`src/rtl/multicycle_fsm.sv`:
```
// rtl/multicycle_fsm.sv - Moore control FSM for a multicycle MIPS-style datapath
//
// Purpose:
//   Sequences a single-ported, multicycle datapath through fetch, decode and
//   the execute/memory/write-back steps of lw, sw, R-type, beq, addi and j.
//   Memory accesses (fetch, load, store) stall on MemReady.
//
// Ports:
//   CLK        in   1  clock, rising edge
//   RST        in   1  synchronous active-low reset
//   Opcode     in   6  instr[31:26]
//   Funct      in   6  instr[5:0]
//   Zero       in   1  ALU zero flag
//   MemReady   in   1  memory access completes this cycle
//   IorD       out  1  memory address select (0 PC, 1 ALUOut)
//   MemWrite   out  1  memory write enable
//   IRWrite    out  1  instruction register load enable
//   PCEn       out  1  PC load enable
//   RegDst     out  1  write register select (0 rt, 1 rd)
//   MemtoReg   out  1  write-back select (0 ALUOut, 1 Data)
//   RegWrite   out  1  register file write enable
//   ALUSrcA    out  1  ALU A select (0 PC, 1 A)
//   ALUSrcB    out  2  ALU B select (B, 4, SignImm, SignImm<<2)
//   PCSrc      out  2  next-PC select (ALUResult, ALUOut, jump target)
//   ALUControl out  3  ALU operation
//   State      out  4  current state encoding
//   Illegal    out  1  unsupported opcode seen in DECODE

module multicycle_fsm (
  input  logic       CLK,
  input  logic       RST,
  input  logic [5:0] Opcode,
  input  logic [5:0] Funct,
  input  logic       Zero,
  input  logic       MemReady,
  output logic       IorD,
  output logic       MemWrite,
  output logic       IRWrite,
  output logic       PCEn,
  output logic       RegDst,
  output logic       MemtoReg,
  output logic       RegWrite,
  output logic       ALUSrcA,
  output logic [1:0] ALUSrcB,
  output logic [1:0] PCSrc,
  output logic [2:0] ALUControl,
  output logic [3:0] State,
  output logic       Illegal
);

  typedef enum logic [3:0] {
    S_FETCH    = 4'd0,
    S_DECODE   = 4'd1,
    S_MEMADR   = 4'd2,
    S_MEMRD    = 4'd3,
    S_MEMWB    = 4'd4,
    S_MEMWR    = 4'd5,
    S_EXECUTE  = 4'd6,
    S_ALUWB    = 4'd7,
    S_BRANCH   = 4'd8,
    S_ADDIEXEC = 4'd9,
    S_ADDIWB   = 4'd10,
    S_JUMP     = 4'd11
  } state_t;

  localparam logic [5:0] OP_RTYPE = 6'b000000;
  localparam logic [5:0] OP_LW    = 6'b100011;
  localparam logic [5:0] OP_SW    = 6'b101011;
  localparam logic [5:0] OP_BEQ   = 6'b000100;
  localparam logic [5:0] OP_ADDI  = 6'b001000;
  localparam logic [5:0] OP_J     = 6'b000010;

  localparam logic [1:0] ALUOP_ADD   = 2'b00;
  localparam logic [1:0] ALUOP_SUB   = 2'b01;
  localparam logic [1:0] ALUOP_FUNCT = 2'b10;

  state_t     state_q;
  state_t     state_d;
  logic       pc_write;
  logic       branch;
  logic [1:0] alu_op;

  // State register; reset wins over every transition, including memory stalls.
  always_ff @(posedge CLK) begin
    if (!RST) begin
      state_q <= S_FETCH;
    end else begin
      state_q <= state_d;
    end
  end

  // Next-state and Moore output decode.
  always_comb begin
    state_d  = S_FETCH;
    IorD     = 1'b0;
    MemWrite = 1'b0;
    IRWrite  = 1'b0;
    RegDst   = 1'b0;
    MemtoReg = 1'b0;
    RegWrite = 1'b0;
    ALUSrcA  = 1'b0;
    ALUSrcB  = 2'b00;
    PCSrc    = 2'b00;
    alu_op   = ALUOP_ADD;
    pc_write = 1'b0;
    branch   = 1'b0;
    Illegal  = 1'b0;

    case (state_q)
      S_FETCH: begin
        // PC+4 is computed every cycle but only committed once the fetch lands.
        ALUSrcB  = 2'b01;
        IRWrite  = MemReady;
        pc_write = MemReady;
        state_d  = MemReady ? S_DECODE : S_FETCH;
      end

      S_DECODE: begin
        // Branch target PC+(SignImm<<2) is precomputed into ALUOut here.
        ALUSrcB = 2'b11;
        case (Opcode)
          OP_LW, OP_SW: state_d = S_MEMADR;
          OP_RTYPE:     state_d = S_EXECUTE;
          OP_BEQ:       state_d = S_BRANCH;
          OP_ADDI:      state_d = S_ADDIEXEC;
          OP_J:         state_d = S_JUMP;
          default: begin
            state_d = S_FETCH;
            Illegal = 1'b1;
          end
        endcase
      end

      S_MEMADR: begin
        ALUSrcA = 1'b1;
        ALUSrcB = 2'b10;
        state_d = (Opcode == OP_LW) ? S_MEMRD : S_MEMWR;
      end

      S_MEMRD: begin
        IorD    = 1'b1;
        state_d = MemReady ? S_MEMWB : S_MEMRD;
      end

      S_MEMWB: begin
        MemtoReg = 1'b1;
        RegWrite = 1'b1;
        state_d  = S_FETCH;
      end

      S_MEMWR: begin
        // Write strobe is held for the whole stall so the memory sees a stable request.
        IorD     = 1'b1;
        MemWrite = 1'b1;
        state_d  = MemReady ? S_FETCH : S_MEMWR;
      end

      S_EXECUTE: begin
        ALUSrcA = 1'b1;
        ALUSrcB = 2'b00;
        alu_op  = ALUOP_FUNCT;
        state_d = S_ALUWB;
      end

      S_ALUWB: begin
        RegDst   = 1'b1;
        RegWrite = 1'b1;
        state_d  = S_FETCH;
      end

      S_BRANCH: begin
        ALUSrcA = 1'b1;
        ALUSrcB = 2'b00;
        alu_op  = ALUOP_SUB;
        PCSrc   = 2'b01;
        branch  = 1'b1;
        state_d = S_FETCH;
      end

      S_ADDIEXEC: begin
        ALUSrcA = 1'b1;
        ALUSrcB = 2'b10;
        state_d = S_ADDIWB;
      end

      S_ADDIWB: begin
        RegWrite = 1'b1;
        state_d  = S_FETCH;
      end

      S_JUMP: begin
        PCSrc    = 2'b10;
        pc_write = 1'b1;
        state_d  = S_FETCH;
      end

      // Encodings 12-15 are unreachable; recover to FETCH with everything idle.
      default: begin
        state_d = S_FETCH;
      end
    endcase
  end

  assign PCEn = pc_write | (branch & Zero);

  // ALU decoder: ALUOp 11 is unused by the FSM and treated as add.
  always_comb begin
    ALUControl = 3'b010;
    case (alu_op)
      ALUOP_ADD: ALUControl = 3'b010;
      ALUOP_SUB: ALUControl = 3'b110;
      ALUOP_FUNCT: begin
        case (Funct)
          6'b100000: ALUControl = 3'b010;
          6'b100010: ALUControl = 3'b110;
          6'b100100: ALUControl = 3'b000;
          6'b100101: ALUControl = 3'b001;
          6'b101010: ALUControl = 3'b111;
          default:   ALUControl = 3'b010;
        endcase
      end
      default: ALUControl = 3'b010;
    endcase
  end

  assign State = state_q;

endmodule

```
`config.mk`:
```
export PLATFORM = sky130hd
export DESIGN_NAME = multicycle_fsm
export DESIGN_NICKNAME = d
export VERILOG_FILES = /design/src/rtl/multicycle_fsm.sv
export SDC_FILE = /design/constraint.sdc
export NUM_CORES = 1
export LEC_CHECK = 0
export CAP_MARGIN = 20
export CELL_PAD_IN_SITES_DETAIL_PLACEMENT = 1
export CELL_PAD_IN_SITES_GLOBAL_PLACEMENT = 2
export CORE_ASPECT_RATIO = 1.2
export CORE_MARGIN = 8
export CORE_UTILIZATION = 18
export DETAILED_ROUTE_END_ITERATION = 16
export PLACE_DENSITY = 0.8
export SLEW_MARGIN = 20
export SYNTH_ARGS = -nofsm -noshare
export SYNTH_HDL_FRONTEND = slang
export SYNTH_SLANG_ARGS = --single-unit
```
`constraint.sdc`:
```
create_clock -name CLK -period 5 [get_ports CLK]
set_input_delay 1 -clock CLK [delete_from_list [all_inputs] [get_ports CLK]]
set_output_delay 1 -clock CLK [all_outputs]
set_load 0.01 [all_outputs]
```
==> results.cfg <==
[detailed_routing]
drtIter0Drc = 33
routedWlPerCell_um = 15.0
final_antenna_net_count = 0
drt-pass1-iter-count = 4
vias_per_cell = 4.99
drc = 0
routed_wl_mm = 2.34
vias = 778

[sta]
setup_violations = 0
max_freq_mhz = 257
setup_ws_ns = 1.10
fin_crit_ns = 3.90
report.final.slew_viol_count = 0
relSlewSlack_pct = 61.7
finalHoldViolCount = 0
tightest_slew_ns = 0.574
final.setup.tns_ns = 0
fin_skew_ns = 0.00659
rsz0062_at_grt = no
timing.final.crit_share_pct = 77.9

[layout]
ff_latch_area_sq_um = 80.1
fin_util_pct = 31.7
nFillCells = 396
final_cell_mix = 35 x clkdlybuf4s50_1, 12 x nor2_1, 8 x a21oi_1
n_antenna_cell = 0
multi_input_area_sq_um = 444
nNetsFinal = 140
largest_register_ffs = 4
layout-drive-gt1-share_pct = 5.83
final_cells = 156
syn2layout_area_growth_pct = 69.7
final_common_cell = clkdlybuf4s50_1

[grt]
grt_pass1_vias = 877
grt_util_all_layers_pct = 8.75
grt_max_degree = 19
globalRouteOverflowTotal = 0
grt_pass1_wl_mm = 3.82
antenna_found_initial = 0

[worst_setup_path]
start_kind = input port
cp_top_family = buffers and inverters
cp_slowest_cell = clkdlybuf4s50_1
worst-path-buf-inv = 2
worst-setup-path-type = in2out
path_cells = clkdlybuf4s50_1 > nor4_1 > a31oi_1 > o31ai_1 > nor4_1 > clkdlybuf4s50_1
max_stage_delay_ns = 0.51
required_ns = 4.00
critPathArrivalTime_ns = 2.90
cp-end-kind = primary output
crit_fanout = 6

[power_and_ir_drop]
switching_share_pct = 28.9
static-leakage-power_nw = 0.334
clock_power_share_pct = 36.0
power_frac_comb_pct = 33.2
pwr-share-seq_pct = 30.8
vdd_ir_drop_max_mv = 0.0748
p_sw_uw = 33.3
report.power.total_uw = 115
power.density_nw_per_um2 = 119
p_int_uw = 81.9

[synth]
avgSynthCellArea_sq_um = 6.63
yosys.area_share.adder_pct = 4.39
muxShareOfSynthArea_pct = 0
syn_area_sq_um = 571
synth_cell_types = 29
synth_nets = 104
ys_warn_count = 0
synthSimpleGateAreaFrac_pct = 40.6
synth_top_family_by_area = simple AND/OR/NAND/NOR gates
synth_compound_area_share_pct = 29.8
synth.yosys.seq_area_share_pct = 14.0
synth-seq-cells = 4
synth_xor_area_share_pct = 3.07
synthCells = 86

[floorplan]
row_count = 22
die_h_um = 77.7
die_w_um = 67.4
num_io_pins = 36
core_area_sq_um = 3060
initial_core_util_pct = 18.7
fp.dieArea_sq_um = 5230

[clock_network]
cts.repair.resized = 0
clock-sinks = 4
postCtsSetupRepairBufs = 0
clockBufferDepth = 2
root_buffer = clkbuf_4
cts_max_level = 1
path_clk_slew_ns = 0.04
numCtsBuffers = 3
ctsHoldBuffers = 0
clk_latency_ns = 0.24
tritoncts = yes

[place]
dpl.cell_count = 153
dpl_worst_slack_ns = 1.11
hpwl_mm = 1.96
port_buffers = 35
gp_congestion = 0.787

[status]
status = completed

[worst_hold_path]
hold_class = reg2reg

[job]
maxCapViolations = 0
worst reg2reg max path: stages, from the launching register on:
cell and delay (ns):
dfxtp_1 0.68, nand2b_4 0.29, a21oi_1 0.05, o21ai_0 0.38, a21oi_1 0.09
area by class of cell:
cell class                 count  share of cell area (%)
inverter                       7                    2.71
sequential                     4                    8.27
clock buffer                   3                    2.33
tap                           36                    4.65
timing repair buffer          35                    36.2
multi-input combinational     71                    45.9
metal layers:
metal	global-route usage, %	wire [um]
met5	0	0
met4	3.77	31
met3	1.58	158
met2	16.9	1270
met1	8.54	886
cell families (layout without fill, tap and decap cells):
logic type      Yosys count  in the layout
simple gates             41             41
compound gates           26             26
buf+inv                  11             45
flops                     4              4
fa+ha+maj                 2              2
xor+xnor                  2              2
final timing paths:
kind	start	slack [ns]	end	cells past startpoint
max reg2reg	State[1]$_SDFF_PN0_	3.36	State[2]$_SDFF_PN0_	4
min	State[0]$_SDFF_PN0_	0.74	State[3]$_SDFF_PN0_	2
min reg2reg	State[0]$_SDFF_PN0_	0.74	State[3]$_SDFF_PN0_	2
max	Opcode[0]	1.10	Illegal	6
per-stage QoR:
stage	hold slack (ns)	instance area, sq um
floorplan	0.556	571
global route	0.789	968
detailed placement	0.737	946
global placement	0.751	946
CTS	0.750	968
finish	0.738	968
synthesized netlist by cell type (all sizes together):
master | n | share of area, %
a2111oi | 1 | 2.6
a211o | 2 | 3.1
a21oi | 8 | 7.0
a31oi | 1 | 1.1
a32o | 1 | 1.8
a32oi | 2 | 3.1
and3 | 2 | 2.2
buf | 4 | 3.5
dfxtp | 4 | 14
ha | 2 | 4.4
inv | 7 | 4.6
nand2 | 4 | 2.6
nand2b | 5 | 6.8
nand3 | 3 | 2.6
nand4 | 1 | 1.1
nor2 | 12 | 7.9
nor3 | 4 | 3.5
nor4 | 4 | 4.4
nor4b | 2 | 4.2
o211ai | 1 | 1.3
o21ai | 7 | 6.1
o22ai | 1 | 1.1
o31ai | 2 | 2.6
or2 | 1 | 1.1
or3 | 1 | 1.1
or3b | 2 | 3.1
xor2 | 2 | 3.1
power by group through the flow:
stage          clock, mW  sequential [mW]  combinational, mW
2_1_floorplan          0           0.0345             0.0144
3_3_place_gp           0           0.0361             0.0373
3_5_place_dp           0           0.0361             0.0385
4_1_cts           0.0418           0.0356             0.0388
5_1_grt           0.0434           0.0359             0.0410
6_report          0.0415           0.0355             0.0383
No activity file was read; power rests on OpenSTA's default activity.
